--- config.mk ---
export PLATFORM = sky130hd
export DESIGN_NAME = bsg_nasti_server_req
export DESIGN_NICKNAME = d
export VERILOG_FILES = /design/src/rtl/bsg_nasti_server_req.sv
export SDC_FILE = /design/constraint.sdc
export NUM_CORES = 1
export LEC_CHECK = 0
export CORE_ASPECT_RATIO = 0.7
export CORE_MARGIN = 5
export CORE_UTILIZATION = 35
export DETAILED_ROUTE_END_ITERATION = 6
export PLACE_DENSITY = 0.73
export SYNTH_ARGS = -nofsm -noshare
export SYNTH_HDL_FRONTEND = slang
export SYNTH_SLANG_ARGS = --single-unit
export TNS_END_PERCENT = 30
--- constraint.sdc ---
create_clock -name clk_i -period 9.91 [get_ports clk_i]
set_input_delay 2.4775 -clock clk_i [delete_from_list [all_inputs] [get_ports clk_i]]
set_output_delay 2.4775 -clock clk_i [all_outputs]
set_load 0.02 [all_outputs]
--- src/rtl/bsg_nasti_server_req.sv ---
// NASTI request-tunnel far-side decoder: rebuilds AR, AW and W channel beats
// from the serialized tunnel packet stream produced by the client packer.

package bsg_nasti_pkg;

    typedef struct packed {
        logic [4:0]  id;
        logic [31:0] addr;
        logic [7:0]  len;
        logic [2:0]  size;
        logic [1:0]  burst;
        logic        lock;
        logic [3:0]  cache;
        logic [2:0]  prot;
        logic [3:0]  qos;
        logic [3:0]  region;
        logic        user;
    } bsg_nasti_a_pkt;

    typedef struct packed {
        logic [63:0] data;
        logic [7:0]  strb;
        logic        last;
        logic [4:0]  id;
        logic        user;
    } bsg_nasti_w_pkt;

    typedef logic [64:0] bsg_tun_dmx_t;

    // Address packet, padded to the tunnel width.
    typedef struct packed {
        logic [26:0] pad;
        logic        rw;
        logic [4:0]  id;
        logic [31:0] addr;
    } bsg_nasti_sa_pkt;

    typedef struct packed {
        logic        last;
        logic [63:0] data;
    } bsg_nasti_sw_pkt;

endpackage

module bsg_nasti_server_req
    import bsg_nasti_pkg::*;
#(
    parameter int unsigned beats_p = 4,
    parameter int unsigned size_p  = 3
) (
    input  logic           clk_i,
    input  logic           reset_i,

    input  logic           req_valid_i,
    input  bsg_tun_dmx_t   req_data_i,
    output logic           req_yumi_o,

    output logic           nasti_ar_valid_o,
    output bsg_nasti_a_pkt nasti_ar_data_o,
    input  logic           nasti_ar_ready_i,

    output logic           nasti_aw_valid_o,
    output bsg_nasti_a_pkt nasti_aw_data_o,
    input  logic           nasti_aw_ready_i,

    output logic           nasti_w_valid_o,
    output bsg_nasti_w_pkt nasti_w_data_o,
    input  logic           nasti_w_ready_i,

    output logic           err_o
);

    localparam int unsigned CntW = $clog2(beats_p) + 1;
    localparam logic [CntW-1:0] LastBeat = CntW'(beats_p - 1);
    localparam logic [CntW-1:0] CntMax   = CntW'(beats_p);

    typedef enum logic [2:0] {StIdle, StArOut, StAwOut, StWWait, StWOut} state_e;

    state_e          state_q, state_d;
    bsg_nasti_a_pkt  a_q, a_d;
    bsg_nasti_w_pkt  w_q, w_d;
    logic [CntW-1:0] cnt_q, cnt_d;
    logic            err_q, err_d;
    logic            yumi;

    bsg_nasti_sa_pkt sa;
    bsg_nasti_sw_pkt sw;
    logic            unused_pad;

    assign sa         = bsg_nasti_sa_pkt'(req_data_i);
    assign sw         = bsg_nasti_sw_pkt'(req_data_i);
    assign unused_pad = ^sa.pad;

    function automatic bsg_nasti_a_pkt build_a(bsg_nasti_sa_pkt p);
        bsg_nasti_a_pkt a;
        a       = '0;
        a.addr  = p.addr;
        a.id    = p.id;
        a.len   = 8'(beats_p - 1);
        a.size  = 3'(size_p);
        a.burst = 2'b01;
        return a;
    endfunction

    function automatic bsg_nasti_w_pkt build_w(bsg_nasti_sw_pkt p);
        bsg_nasti_w_pkt w;
        w      = '0;
        w.data = p.data;
        w.last = p.last;
        w.strb = '1;
        return w;
    endfunction

    always_comb begin
        logic a_take;
        logic w_take;
        state_d = state_q;
        a_d     = a_q;
        w_d     = w_q;
        cnt_d   = cnt_q;
        err_d   = err_q;
        yumi    = 1'b0;
        a_take  = 1'b0;
        w_take  = 1'b0;

        unique case (state_q)
            StIdle: begin
                a_take = req_valid_i;
            end
            StArOut: begin
                if (nasti_ar_ready_i) begin
                    if (req_valid_i) a_take = 1'b1;
                    else             state_d = StIdle;
                end
            end
            StAwOut: begin
                if (nasti_aw_ready_i) begin
                    state_d = StWWait;
                    cnt_d   = '0;
                end
            end
            StWWait: begin
                w_take = req_valid_i;
            end
            StWOut: begin
                if (nasti_w_ready_i) begin
                    if (w_q.last)         state_d = StIdle;
                    else if (req_valid_i) w_take  = 1'b1;
                    else                  state_d = StWWait;
                end
            end
            default: state_d = StIdle;
        endcase

        if (a_take) begin
            yumi    = 1'b1;
            a_d     = build_a(sa);
            state_d = sa.rw ? StAwOut : StArOut;
        end

        // cnt_q is the index of the beat being captured; both malformed
        // shapes are flagged but the beat is still forwarded as received.
        if (w_take) begin
            yumi    = 1'b1;
            w_d     = build_w(sw);
            state_d = StWOut;
            if ((sw.last && (cnt_q != LastBeat)) || (!sw.last && (cnt_q == LastBeat))) begin
                err_d = 1'b1;
            end
            if (cnt_q != CntMax) cnt_d = cnt_q + 1'b1;
        end
    end

    always_ff @(posedge clk_i or posedge reset_i) begin
        if (reset_i) begin
            state_q <= StIdle;
            a_q     <= '0;
            w_q     <= '0;
            cnt_q   <= '0;
            err_q   <= 1'b0;
        end else begin
            state_q <= state_d;
            a_q     <= a_d;
            w_q     <= w_d;
            cnt_q   <= cnt_d;
            err_q   <= err_d;
        end
    end

    // Handshake is suppressed while reset is held so no packet is lost.
    assign req_yumi_o       = yumi & ~reset_i;
    assign nasti_ar_valid_o = (state_q == StArOut);
    assign nasti_aw_valid_o = (state_q == StAwOut);
    assign nasti_w_valid_o  = (state_q == StWOut);
    assign nasti_ar_data_o  = a_q;
    assign nasti_aw_data_o  = a_q;
    assign nasti_w_data_o   = w_q;
    assign err_o            = err_q;

endmodule

* After elaboration in Yosys (flattened, before gate mapping)
Cells that the tools add are included.
** Word-level totals
- Output and inout port bits :: 218
- Flip-flop bits (word level) :: 112
- Input bits :: 71
** Operators by class
- Add/sub/neg operators :: 1
- Eq/ne operators :: 13
- Bitwise gates (word level) :: 2
- Reduce and logical (&&, ||, !) cells :: 8
- Mux-type cells :: 22
** Operators with widths (number)
- 2-to-1 mux 3 bit :: 12
- inequality test 4 x 1 -> 1 bit (second input constant) :: 3
- case mux 3 bit (4 select lines) :: 1
- equality test 3 x 2 -> 1 bit (second input constant) :: 3
- 2-to-1 mux 1 bit :: 6
- AND reduction 6 bit :: 1
- inequality test 5 x 2 -> 1 bit (second input constant) :: 1
- inequality test 4 x 2 -> 1 bit (second input constant) :: 1
- case mux 1 bit (2 select lines) :: 2
- adder 3 x 1 -> 3 bit (second input constant) :: 1
- equality test 3 x 1 -> 1 bit (second input constant) :: 1
- equality test 3 bit (second input constant) :: 1
- zero test 3 bit :: 1
- inequality test 3 x 1 -> 1 bit (second input constant) :: 1
- inequality test 3 x 2 -> 1 bit (second input constant) :: 1
- inequality test 3 bit (second input constant) :: 1
- logical AND 1 bit :: 2
- 2-to-1 mux 2 bit :: 1
- AND reduction 2 bit :: 1
- OR reduction 2 bit :: 1
- AND 1 bit :: 1
- zero test 1 bit :: 1
- logical OR 1 bit :: 1
- NOT 1 bit :: 1

* Logic depth before layout (Yosys ltp)
- Word-level depth :: 6
- Mapped depth :: 7
- Depth with buffers taken out :: 5

* Worst setup path after synthesis
No wires, ideal clock.
- Path kind :: input -> output
- From :: input port nasti_ar_ready_i
- To :: output port req_yumi_o
- Stages :: 4
- Data arrival time :: 3370 ps
- Path slack :: 4063 ps
- Cells stage by stage :: nand2b_1 nand3_1 clkbuf_1 a21oi_1
** Between the ends
- Cells in the longest elaborated chain, start to end :: 5
** Ends and longest elaborated chain
- start: declaration :: line 60 : input logic nasti_ar_ready_i,
- 2-to-1 mux 1 bit :: line 131 : if (nasti_ar_ready_i) begin
- case mux 1 bit (2 select lines) :: line 126 : unique case (state_q)
- 2-to-1 mux 1 bit :: line 155 : if (a_take) begin
- 2-to-1 mux 1 bit :: line 163 : if (w_take) begin
- AND 1 bit :: line 191 : assign req_yumi_o = yumi & ~reset_i;
- end: declaration :: line 56 : output logic req_yumi_o,
Every way passes these cells.

* Worst setup path in the final report
- From :: input port req_valid_i
- To :: output port req_yumi_o
** Between the ends
- Cells in the longest elaborated chain, start to end :: 6
** Ends and longest elaborated chain
- start: declaration :: line 54 : input logic req_valid_i,
- 2-to-1 mux 1 bit :: line 132, 148
- 2-to-1 mux 1 bit (on tied branches) :: line 131, 147
- case mux 1 bit (2 select lines) / 2-to-1 mux 1 bit (equally long branches) :: line 126, 146
- 2-to-1 mux 1 bit / case mux 1 bit (2 select lines) (equally long branches) :: line 155, 126
- 2-to-1 mux 1 bit * :: line 163
- AND 1 bit * :: line 191
Mark *: on every way between the ends. The rest lies on a longest branch, timed or not.

==> flow_summary.toml <==
[outcome]
status = "finished, final reports clean"

[worst_setup_path]
cp_common_cell = "clkdlybuf4s50_1"
ff2ff_path_depth = 6
path_class = "input pin to output port"
worstReg2RegEnd = "nasti_w_data_o[30]$_DFFE_PP0N_"
cp_max_fo = 42
slowest_delay_ns = 0.64
critPathRequiredTime_ns = 7.43
path_buf_inv = 3
r2r-start = "state_q[2]$_DFFE_PP0P_"
reg2reg_slack_ns = 7.17
cp_top_family = "buffers and inverters"
cp_data_arrival_time_ns = 4.36
path_cells = "clkdlybuf4s50_1, nand3_2, buf_4, a21oi_1, clkdlybuf4s50_1"
slowest_stage = "clkdlybuf4s50_1"
endpoint_kind = "output port"
start_kind = "input pin"

[floorplan]
die_area_sq_um = 18000
num_io_pins = 289
design.core.area_sq_um = 14900
die_w_microns = 158
start_util = 0.361
std_cell_rows = 37
die_y_microns = 114

[final_layout]
nFillCells = 1291
nets = 712
final_common_cell = "clkdlybuf4s50_1"
layout-drive-gt1-share = 0.142
antenna_cells = 0
area_growth_pct = 41.2
mostFrequentLayoutCells = "clkdlybuf4s50_1 (232), nand2_1 (116), dfrtp_1 (111), conb_1 (56), mux2_4 (51)"

[worst_hold_path]
min_from = "err_o$_DFFE_PP0P_"
holdPathStages = 1
hp-class = "flop to flop"
min_to = "err_o$_DFFE_PP0P_"

[place]
gp_congestion = 0.853
port_buffers = 232
hpwl_mm = 10.4

[yosys]
syn_avg_cell_area_sq_um = 11.6
synth_area_sq_um = 5370
synthTopCellsByArea = "dfrtp_1 (52%), buf_4 (15%), mux2_4 (14%)"
syn_inst = 461
synth_edf_count = 0
yosysWarnings = 0
synth.distinct_cells = 37
ys_seq_elements = 111
yosysTopAreaCell = "dfrtp_1"
synth_top_flop_cell = "dfrtp_1"
ys_async_sr_fraction = 1.00
yosysSeqAreaShare = 0.517
synth.top_cell.area_share = 0.517

[clock_network]
clkLatencyLatePin_ns = 0.34
postCtsSetupBuffers = 0
htree_levels = 3
postCtsResizedCells = 0
clock-sinks = 111
cts_root_buffer = "clkbuf_16"
clk_pin_slew_ns = 0.08
ctsHoldBuffers = 0
cts_made_buffers = 9
cts_tree = "yes"
clockBufferDepth = 2

[global_route]
grt_first_pass_wirelength_mm = 20.9
grt_max_degree = 58
antenna_found_initial = 0
grt_usage = 0.145
grt_overflow = 0
grt_pass1_vias = 3886

[sta]
max_freq_mhz = 146
finalHoldViolCount = 0
slew_headroom = 0.361
whs_ns = 0.490
period_share = 0.690
rsz0062_at_grt = "no"
period_needed_ns = 6.84
setup_viol = 0
worst_pin_slew_ns = 0.959
slew_violations = 0
worst_clock_skew_ns = 0.00681
finalSetupTns_ns = 0

[power]
cellLeakagePower_nw = 3.60
vdd_drop_max_uv = 169
power_density_nw_per_um2 = 358

[drt]
wl_per_cell_microns = 16.4
drc = 0
dr.pass1.iters = 4
vias = 3645
totalWireLength_mm = 13.7
via_per_inst = 4.35
drtIter0Drc = 263
detail-route-antenna-nets = 0

[run]
cap_violations = 0
-- final cells by class --
class / count / area [sq um] / share of cell area
Sequential cell: 111 / 2780 / 0.366
Timing Repair Buffer: 236 / 2350 / 0.310
Multi-Input combinational cell: 272 / 1860 / 0.245
Tap cell: 195 / 244 / 0.0322
Clock buffer: 10 / 239 / 0.0315
Clock inverter: 6 / 75.1 / 0.00990
Inverter: 8 / 32.5 / 0.00429
-- stage by stage --
stage | instances | util | cell area, sq um | power (mW) | setup slack [ns]
6_report | 838 | 0.510 | 7580 | 2.71 | 3.07
3_5_place_dp | 822 | 0.489 | 7270 | 2.36 | 3.07
4_1_cts | 838 | 0.510 | 7580 | 2.75 | 3.06
2_1_floorplan | 516 | - | 5570 | 1.74 | 4.06
5_1_grt | 838 | 0.510 | 7580 | 2.87 | 2.99
3_3_place_gp | 822 | 0.489 | 7270 | 2.32 | 3.13
-- routing by layer --
| layer | vias up | track usage | part of all wire | routed length [microns] |
|---|---|---|---|---|
| met3 | 13 | 0.0463 | 0.089 | 1220 |
| met1 | 1778 | 0.183 | 0.41 | 5690 |
| met4 | 0 | 0.0335 | 0.011 | 149 |
| met5 | - | 0 | 0 | 0 |
| met2 | 181 | 0.246 | 0.49 | 6660 |
| li1 | 1673 | - | - | - |
-- synthesized netlist by cell type (all sizes together), types with 2 or more instances --
library cell and count:
dfrtp 111, clkbuf 6, mux2i 2, ha 3, buf 119, inv 8
mux2 64, nand2b 3, o211ai 3, o21ai 3, nand2 116, o221ai 2
nor2 2
-- power by group --
group | switching [mW] | internal [mW] | total (mW)
Clock | 0.168 | 0.207 | 0.375
Sequential | 0.166 | 0.674 | 0.841
Combinational | 0.728 | 0.771 | 1.50
-- cell families (layout without fill, tap and decap cells) --
group | count (synthesis) | count (layout) | synth area share
AND/OR/NAND/NOR | 130 | 130 | 0.0986
flip-flops | 111 | 111 | 0.517
adder cells (fa/ha/maj) | 3 | 3 | 0.00699
multiplexers | 66 | 66 | 0.174
other | 1 | 56 | 0.000699
XOR/XNOR | 1 | 1 | 0.00163
buffers and inverters | 133 | 260 | 0.179
AO/OA/AOI/OAI | 16 | 16 | 0.0217
-- sequential cells by signal (all words and copies together), names as in the netlist --
register and flops:
err_o 1, cnt_q 3, state_q 3, nasti_ar_data_o 38, nasti_w_data_o 66
-- worst max-delay path by stage --
stage	from	end	slack (ns)	cells after the start
after floorplan	nasti_ar_ready_i	req_yumi_o	4.06	4
after global placement	nasti_ar_ready_i	req_yumi_o	3.13	6
after detailed placement	req_valid_i	req_yumi_o	3.07	5
after CTS	req_valid_i	req_yumi_o	3.06	5
after global routing	req_valid_i	req_yumi_o	2.99	5
final	req_valid_i	req_yumi_o	3.07	5
-- worst register-to-register path: stages (launching register included) --
cell	delay [ns]
dfrtp_1	0.45
or3b_4	0.30
inv_2	0.06
a32oi_4	0.25
buf_4	0.35
buf_4	0.75
mux2_4	0.47
Note: power is estimated with default switching activity, not from simulation.
